## src/rtl/flex_ff_reg.sv

```systemverilog
// ---------------------------------------------------------------------------
// flex_ff_reg -- WIDTH-bit register whose bits behave as D, JK, T or SR
// flip-flops, selected per cycle by 'mode'.
//
// Ports:
//   clk      in   1      rising-edge clock
//   rst      in   1      asynchronous active-high reset (q=RST_VAL, chg=0, err=0)
//   en       in   1      update enable; q holds when low (sclr still acts)
//   mode     in   2      00 D, 01 JK, 10 T, 11 SR
//   j        in   WIDTH  D / J / T / S data, depending on mode
//   k        in   WIDTH  K (JK) or R (SR); ignored in D and T modes
//   sclr     in   1      synchronous clear to RST_VAL, overrides en
//   err_clr  in   1      clears the sticky err flag (a same-cycle set wins)
//   q        out  WIDTH  register state
//   qn       out  WIDTH  ~q
//   chg      out  WIDTH  bits that changed on the most recent edge
//   err      out  1      sticky: an SR 11 combination was applied
// ---------------------------------------------------------------------------
module flex_ff_reg #(
  parameter int               WIDTH   = 8,
  parameter logic [WIDTH-1:0] RST_VAL = {WIDTH{1'b0}}
) (
  input  logic             clk,
  input  logic             rst,
  input  logic             en,
  input  logic [1:0]       mode,
  input  logic [WIDTH-1:0] j,
  input  logic [WIDTH-1:0] k,
  input  logic             sclr,
  input  logic             err_clr,
  output logic [WIDTH-1:0] q,
  output logic [WIDTH-1:0] qn,
  output logic [WIDTH-1:0] chg,
  output logic             err
);

  localparam logic [1:0] MODE_D  = 2'b00;
  localparam logic [1:0] MODE_JK = 2'b01;
  localparam logic [1:0] MODE_T  = 2'b10;
  localparam logic [1:0] MODE_SR = 2'b11;

  logic [WIDTH-1:0] q_r;
  logic [WIDTH-1:0] chg_r;
  logic             err_r;
  logic [WIDTH-1:0] q_next_s;
  logic             err_set_s;

  // Next value of every bit for the selected flip-flop flavour.
  // SR: S-only sets, R-only clears, 00 and the illegal 11 both hold.
  function automatic logic [WIDTH-1:0] ff_next(
    input logic [1:0]       m,
    input logic [WIDTH-1:0] cur,
    input logic [WIDTH-1:0] a,
    input logic [WIDTH-1:0] b
  );
    logic [WIDTH-1:0] res;
    case (m)
      MODE_D:  res = a;
      MODE_JK: res = (a & ~cur) | (~b & cur);
      MODE_T:  res = cur ^ a;
      MODE_SR: res = (cur & ~(~a & b)) | (a & ~b);
      default: res = cur;
    endcase
    return res;
  endfunction

  // Next-state selection (sclr over en over hold) and illegal-SR detection.
  always_comb begin
    q_next_s  = q_r;
    err_set_s = 1'b0;
    if (sclr) begin
      q_next_s = RST_VAL;
    end else if (en) begin
      q_next_s  = ff_next(mode, q_r, j, k);
      err_set_s = (mode == MODE_SR) && (|(j & k));
    end else begin
      q_next_s = q_r;
    end
  end

  // State, change flags and sticky error; err set takes priority over err_clr.
  always_ff @(posedge clk or posedge rst) begin
    if (rst) begin
      q_r   <= RST_VAL;
      chg_r <= {WIDTH{1'b0}};
      err_r <= 1'b0;
    end else begin
      q_r   <= q_next_s;
      chg_r <= q_next_s ^ q_r;
      if (err_set_s) begin
        err_r <= 1'b1;
      end else if (err_clr) begin
        err_r <= 1'b0;
      end else begin
        err_r <= err_r;
      end
    end
  end

  assign q   = q_r;
  assign qn  = ~q_r;
  assign chg = chg_r;
  assign err = err_r;

endmodule

```

## config.mk

```make
export PLATFORM = sky130hd
export DESIGN_NAME = flex_ff_reg
export DESIGN_NICKNAME = d
export VERILOG_FILES = /design/src/rtl/flex_ff_reg.sv
export SDC_FILE = /design/constraint.sdc
export NUM_CORES = 1
export LEC_CHECK = 0
export BUFFER_PORTS_ARGS = -buffer_cell sky130_fd_sc_hd__buf_2
export CAP_MARGIN = 5
export CORE_MARGIN = 2
export CORE_UTILIZATION = 40
export DETAILED_ROUTE_END_ITERATION = 10
export PLACE_DENSITY_LB_ADDON = 0.2
export SYNTH_ARGS = -nofsm -noshare
export SYNTH_HDL_FRONTEND = slang
export SYNTH_SLANG_ARGS = --single-unit
```

## constraint.sdc

```tcl
create_clock -name clk -period 2.04 [get_ports clk]
set_input_delay 0.204 -clock clk [delete_from_list [all_inputs] [get_ports clk]]
set_output_delay 0.204 -clock clk [all_outputs]
set_load 0.02 [all_outputs]
```

# Word level (Yosys, flattened, before mapping)

Index checks and enable logic that the tools add are counted.

Flip-flop bits (word level): 17
Input bits: 23
Output and inout bits: 25
Word-level logic and storage cells: 31

Eq/ne operators: 3
Mux-type cells: 7
Bitwise operators: 14
Reduce and logical (&&, ||, !) cells: 4

Operators by type and width:

| cell                                          | count |
|---|---|
| AND 8 bit                                     | 6 |
| inverter 8 bit                                | 4 |
| one-hot mux 8 bit (4 select lines)            | 1 |
| 2-to-1 mux 8 bit                              | 2 |
| bitwise OR 8 bit                              | 2 |
| XOR 8 bit                                     | 2 |
| OR reduction 8 bit                            | 1 |
| == test 2 bit, second input constant          | 2 |
| 2-to-1 mux 1 bit                              | 4 |
| == test 2 x 1 -> 1 bit, second input constant | 1 |
| logical NOT 2 bit                             | 1 |
| nonzero test 2 bit                            | 1 |
| logical AND 1 bit                             | 1 |

# Logic depth before layout (Yosys ltp)

Word-level depth: 9
Gate-level depth with buffers: 5

# Worst setup path after synthesis

No wires, ideal clock.

Kind: register -> register
From: register q_r[6] (netlist: q[6])
To: register q_r[6] (netlist: q[6])
Library setup time: 101 ps
Data arrival time: 1119 ps
Data required time: 1939 ps
Setup slack: 821 ps
Stages on the path, launching flop included: 5
Path through: dfrtp_1 -> clkbuf_1 -> xnor2_1 -> a21oi_1 -> o32ai_1

Longest elaborated chain between the ends: 6
Elaborated cells on any way between the ends: 10
Those cells by class: mux: 3; bitwise: 7

RTL lines:

| item                               | RTL line | RTL |
|---|---|---|
| start: declaration                 | 42       | `logic [WIDTH-1:0] q_r;` |
| start signal: assignment           | 88       | `q_r <= q_next_s;` |
| inverter 8 bit                     | 59       | `MODE_JK: res = (a & ~cur) \| (~b & cur);` |
| AND 8 bit                          | 59       |  |
| bitwise OR 8 bit                   | 59       |  |
| one-hot mux 8 bit (4 select lines) | 57       | `case (m)` |
| 2-to-1 mux 8 bit (*)               | 73       | `end else if (en) begin` |
| 2-to-1 mux 8 bit (*)               | 71       | `if (sclr) begin` |
| named net q_next_s[6]              | 45       | `logic [WIDTH-1:0] q_next_s;` |

The timed path passes the listed nets; every way through them passes the cells marked *.
A chain may end at the register's enable or synchronous reset.

# Final worst setup path

From: register q_r[6] (netlist: q[6])
To: output qn[6]

Longest elaborated chain between the ends: 1

RTL lines:

| item             | RTL line | RTL |
|---|---|---|
| inverter 8 bit   | 101      | `assign qn = ~q_r;` |
| end: declaration | 32       | `output logic [WIDTH-1:0] qn,` |

No other way between the ends.

==> flow_metrics.env <==
export IMPL_most_common_cell_after_layout_fill_and_taps_aside="sky130_fd_sc_hd__buf_2"
export IMPL_slowest_delay_ps=500
export IMPL_worst_skew_pair_late_latency_ps=300
export IMPL_finalCriticalPeriod_ps=1259
export IMPL_post_cts_repair_setup_buffers=0
export IMPL_ys_warnings_count=0
export IMPL_timing_final_max_slew_violations=0
export IMPL_power_switching_w=0.0003288
export IMPL_p_seq_frac=0.444
export IMPL_hp_class="input port to asynchronous set/reset pin"
export IMPL_routabilityCongestion=0.8170
export IMPL_drt_vias_per_instance=5.863
export IMPL_drt_iter0_drc=111
export IMPL_max_cap_viols=0
export IMPL_rr_startpoint="q[6]$_DFF_PP0_"
export IMPL_fp_coreArea_sq_um=3337
export IMPL_detail_route_antenna_nets=0
export IMPL_syn2layout_area_growth_pct=16.25
export IMPL_timing_max_slew_rel_slack=0.5237
export IMPL_cts_tree="yes"
export IMPL_synth_largest_type_area_fraction=0.3052
export IMPL_fin_total_pwr_w=0.0008753
export IMPL_layout_drive_gt1_share=0.3350
export IMPL_cp_end_kind="output port"
export IMPL_clock_path_buffers=2
export IMPL_finalHoldViolations=0
export IMPL_cell_internal_pwr_w=0.0005465
export IMPL_cp_cell_sequence="inv_1 -> buf_2"
export IMPL_design_die_area_sq_um=3973
export IMPL_first_pass_grt_wire_length_microns=6465
export IMPL_post_route_period_util=0.6171
export IMPL_startpoint_type="flip-flop"
export IMPL_cts_made_buffers=3
export IMPL_share_clk_of_total_power=0.217
export IMPL_most_common_layout_cells="sky130_fd_sc_hd__buf_2, sky130_fd_sc_hd__dfrtp_1, sky130_fd_sc_hd__nand3_1, sky130_fd_sc_hd__o211ai_1, sky130_fd_sc_hd__inv_1"
export IMPL_syn_mean_instance_area_sq_um=8.397
export IMPL_insertedDiodeCount=0
export IMPL_die_height_microns=63.03
export IMPL_global_route_congestion_overflow_total=0
export IMPL_post_synth_num_cell_types=28
export IMPL_clock_sinks=17
export IMPL_cts_root_buf="sky130_fd_sc_hd__clkbuf_4"
export IMPL_synth_edff_count=0
export IMPL_cp_data_required_time_ps=1840
export IMPL_cts_h_tree_lvls=1
export IMPL_rows=21
export IMPL_place_hpwl_microns=2559
export IMPL_grt_start_max_net_pins=36
export IMPL_setup_total_negative_slack_ps=0
export IMPL_final_core_utilization=0.4856
export IMPL_layout_setup_ws_ps=781.2
export IMPL_synthDominantAreaCellType="sky130_fd_sc_hd__dfrtp_1"
export IMPL_cts_hold_buf=0
export IMPL_r2r_setup_slack_ps=910
export IMPL_power_density_nw_per_um2=540.2
export IMPL_comb_power_share=0.339
export IMPL_timing_worst_slew_pin_value_ps=713.6
export IMPL_route_detailed_drc=0
export IMPL_cts_clk_slew_worst_paths_ps=110
export IMPL_die_outline_width_microns=63.03
export IMPL_maximum_fanout_along_the_worst_path=8
export IMPL_rsz_0062_raised_after_global_routing="no"
export IMPL_postSynthNetCount=189
export IMPL_slowest_stage_cell_cp="sky130_fd_sc_hd__dfrtp_1"
export IMPL_pre_cts_ws_ps=577.6
export IMPL_avgRoutedWirePerCell_microns=15.06
export IMPL_power_leakage_nw=0.7016
export IMPL_total_number_of_vias=1460
export IMPL_io_buffers=47
export IMPL_achievable_frequency_ghz=0.7944
export IMPL_floorplan_initialDensity=0.4177
export IMPL_swShare=0.3757
export IMPL_setup_violations_final=0
export IMPL_run_status="completed"
export IMPL_gr_usage_all_layers=0.2021
export IMPL_post_cts_resize_count=0
export IMPL_mappedNetlistArea_sq_um=1394
export IMPL_first_global_vias=1370
export IMPL_fillCellCount=352
export IMPL_regToRegEndpoint="q[6]$_DFF_PP0_"
export IMPL_finalNetCount=227
export IMPL_layout_area_seq_sq_um=425.4
export IMPL_multi_input_comb_area_sq_um=834.6
export IMPL_boundaryPins=48
export IMPL_dr_pass1_iters=4
export IMPL_synth_area_leaders="sky130_fd_sc_hd__dfrtp_1, sky130_fd_sc_hd__o211ai_1, sky130_fd_sc_hd__a2111oi_2"
export IMPL_antenna_found_initial=0
export IMPL_peakVddDrop_uv=240.1
export IMPL_syn_inst=166
export IMPL_crit_arrival_ps=1050
export IMPL_ys_seq_elements=17
export IMPL_synth_async_sr_flop_share=1.000
export IMPL_yosys_most_used_dff="sky130_fd_sc_hd__dfrtp_1"
export IMPL_r2r_worst_path_cells=3
export IMPL_synth_seq_area_share=0.3052
export IMPL_worst_setup_path_type="flip-flop to output port"
export IMPL_postRouteWirelength_microns=3750
export IMPL_clock_skew_final_ps=4.833
-- how the worst max path moves through the flow --
stage	slack [ps]	to	startpoint	depth (start not counted)
after floorplan	820	q[6]$_DFF_PP0_	q[6]$_DFF_PP0_	4
after global placement	620	chg[1]$_DFF_PP0_	mode[1]	4
after detailed placement	580	chg[3]$_DFF_PP0_	mode[1]	4
after CTS	780	qn[6]	q[6]$_DFF_PP0_	2
after global routing	720	chg[2]$_DFF_PP0_	mode[1]	4
final	780	qn[6]	q[6]$_DFF_PP0_	2
-- registers in the layout, indices dropped and copies added (netlist names) --
name / flops
chg: 8
err: 1
q: 8
-- through the flow --
| stage | hold slack, ps | instances | cell area (sq um) |
|---|---|---|---|
| final | 5.225 | 249 | 1620 |
| after global routing | 63.05 | 249 | 1620 |
| after CTS | 30.58 | 249 | 1620 |
| after detailed placement | 361.0 | 245 | 1594 |
| after global placement | 367.4 | 245 | 1594 |
| after floorplan | 130.1 | 166 | 1394 |
-- critical path: cells and delay by family, from the launching register on --
family	cells	cell delay, ps
DFF	1	500
buffers and inverters	2	260
-- kinds of logic after synthesis --
kind of cell	Yosys count	synth area share
AND/OR/NAND/NOR	61	0.2325
AO/OA/AOI/OAI	53	0.2908
buffers and inverters	25	0.09604
flip-flops	17	0.3052
multiplexers	8	0.05745
XOR/XNOR	2	0.01796
-- power by group through the flow --
stage | Sequential [W] | Clock [W] | Combinational [W]
3_5_place_dp | 0.000395 | 0 | 0.000298
4_1_cts | 0.000388 | 0.000200 | 0.000299
2_1_floorplan | 0.000423 | 0 | 0.000172
5_1_grt | 0.000393 | 0.000214 | 0.000328
6_report | 0.000389 | 0.000190 | 0.000297
3_3_place_gp | 0.000393 | 0 | 0.000291
-- synth_stat cells (7+ instances only) --
master                      number
sky130_fd_sc_hd__a2111oi_2       7
sky130_fd_sc_hd__a21oi_1         9
sky130_fd_sc_hd__a31oi_1         7
sky130_fd_sc_hd__and3_1          7
sky130_fd_sc_hd__dfrtp_1        17
sky130_fd_sc_hd__inv_1          11
sky130_fd_sc_hd__mux2i_1         8
sky130_fd_sc_hd__nand2_1         9
sky130_fd_sc_hd__nand3_1        16
sky130_fd_sc_hd__nand4_1         8
sky130_fd_sc_hd__nor2_1          8
sky130_fd_sc_hd__o211ai_1       16
sky130_fd_sc_hd__o21ai_0         7
sky130_fd_sc_hd__or2_2           9
-- final cells by class --
class                   count  share of cell area
repair buffers             47              0.1452
inverters                  11             0.02548
clock buffers               4             0.01622
multi-input cells         124              0.5151
flip-flops and latches     17              0.2625
well taps                  46             0.03552
-- metal layers --
metal,vias to the layer above,share of wire,routed length (microns),track usage
li1,701,-,-,-
met1,697,0.46,1713,0.2756
met2,54,0.46,1733,0.3245
met3,8,0.062,232,0.02703
met4,0,0.019,70,0.07500
met5,-,0,0,0
(Power assumes the default switching activity.)
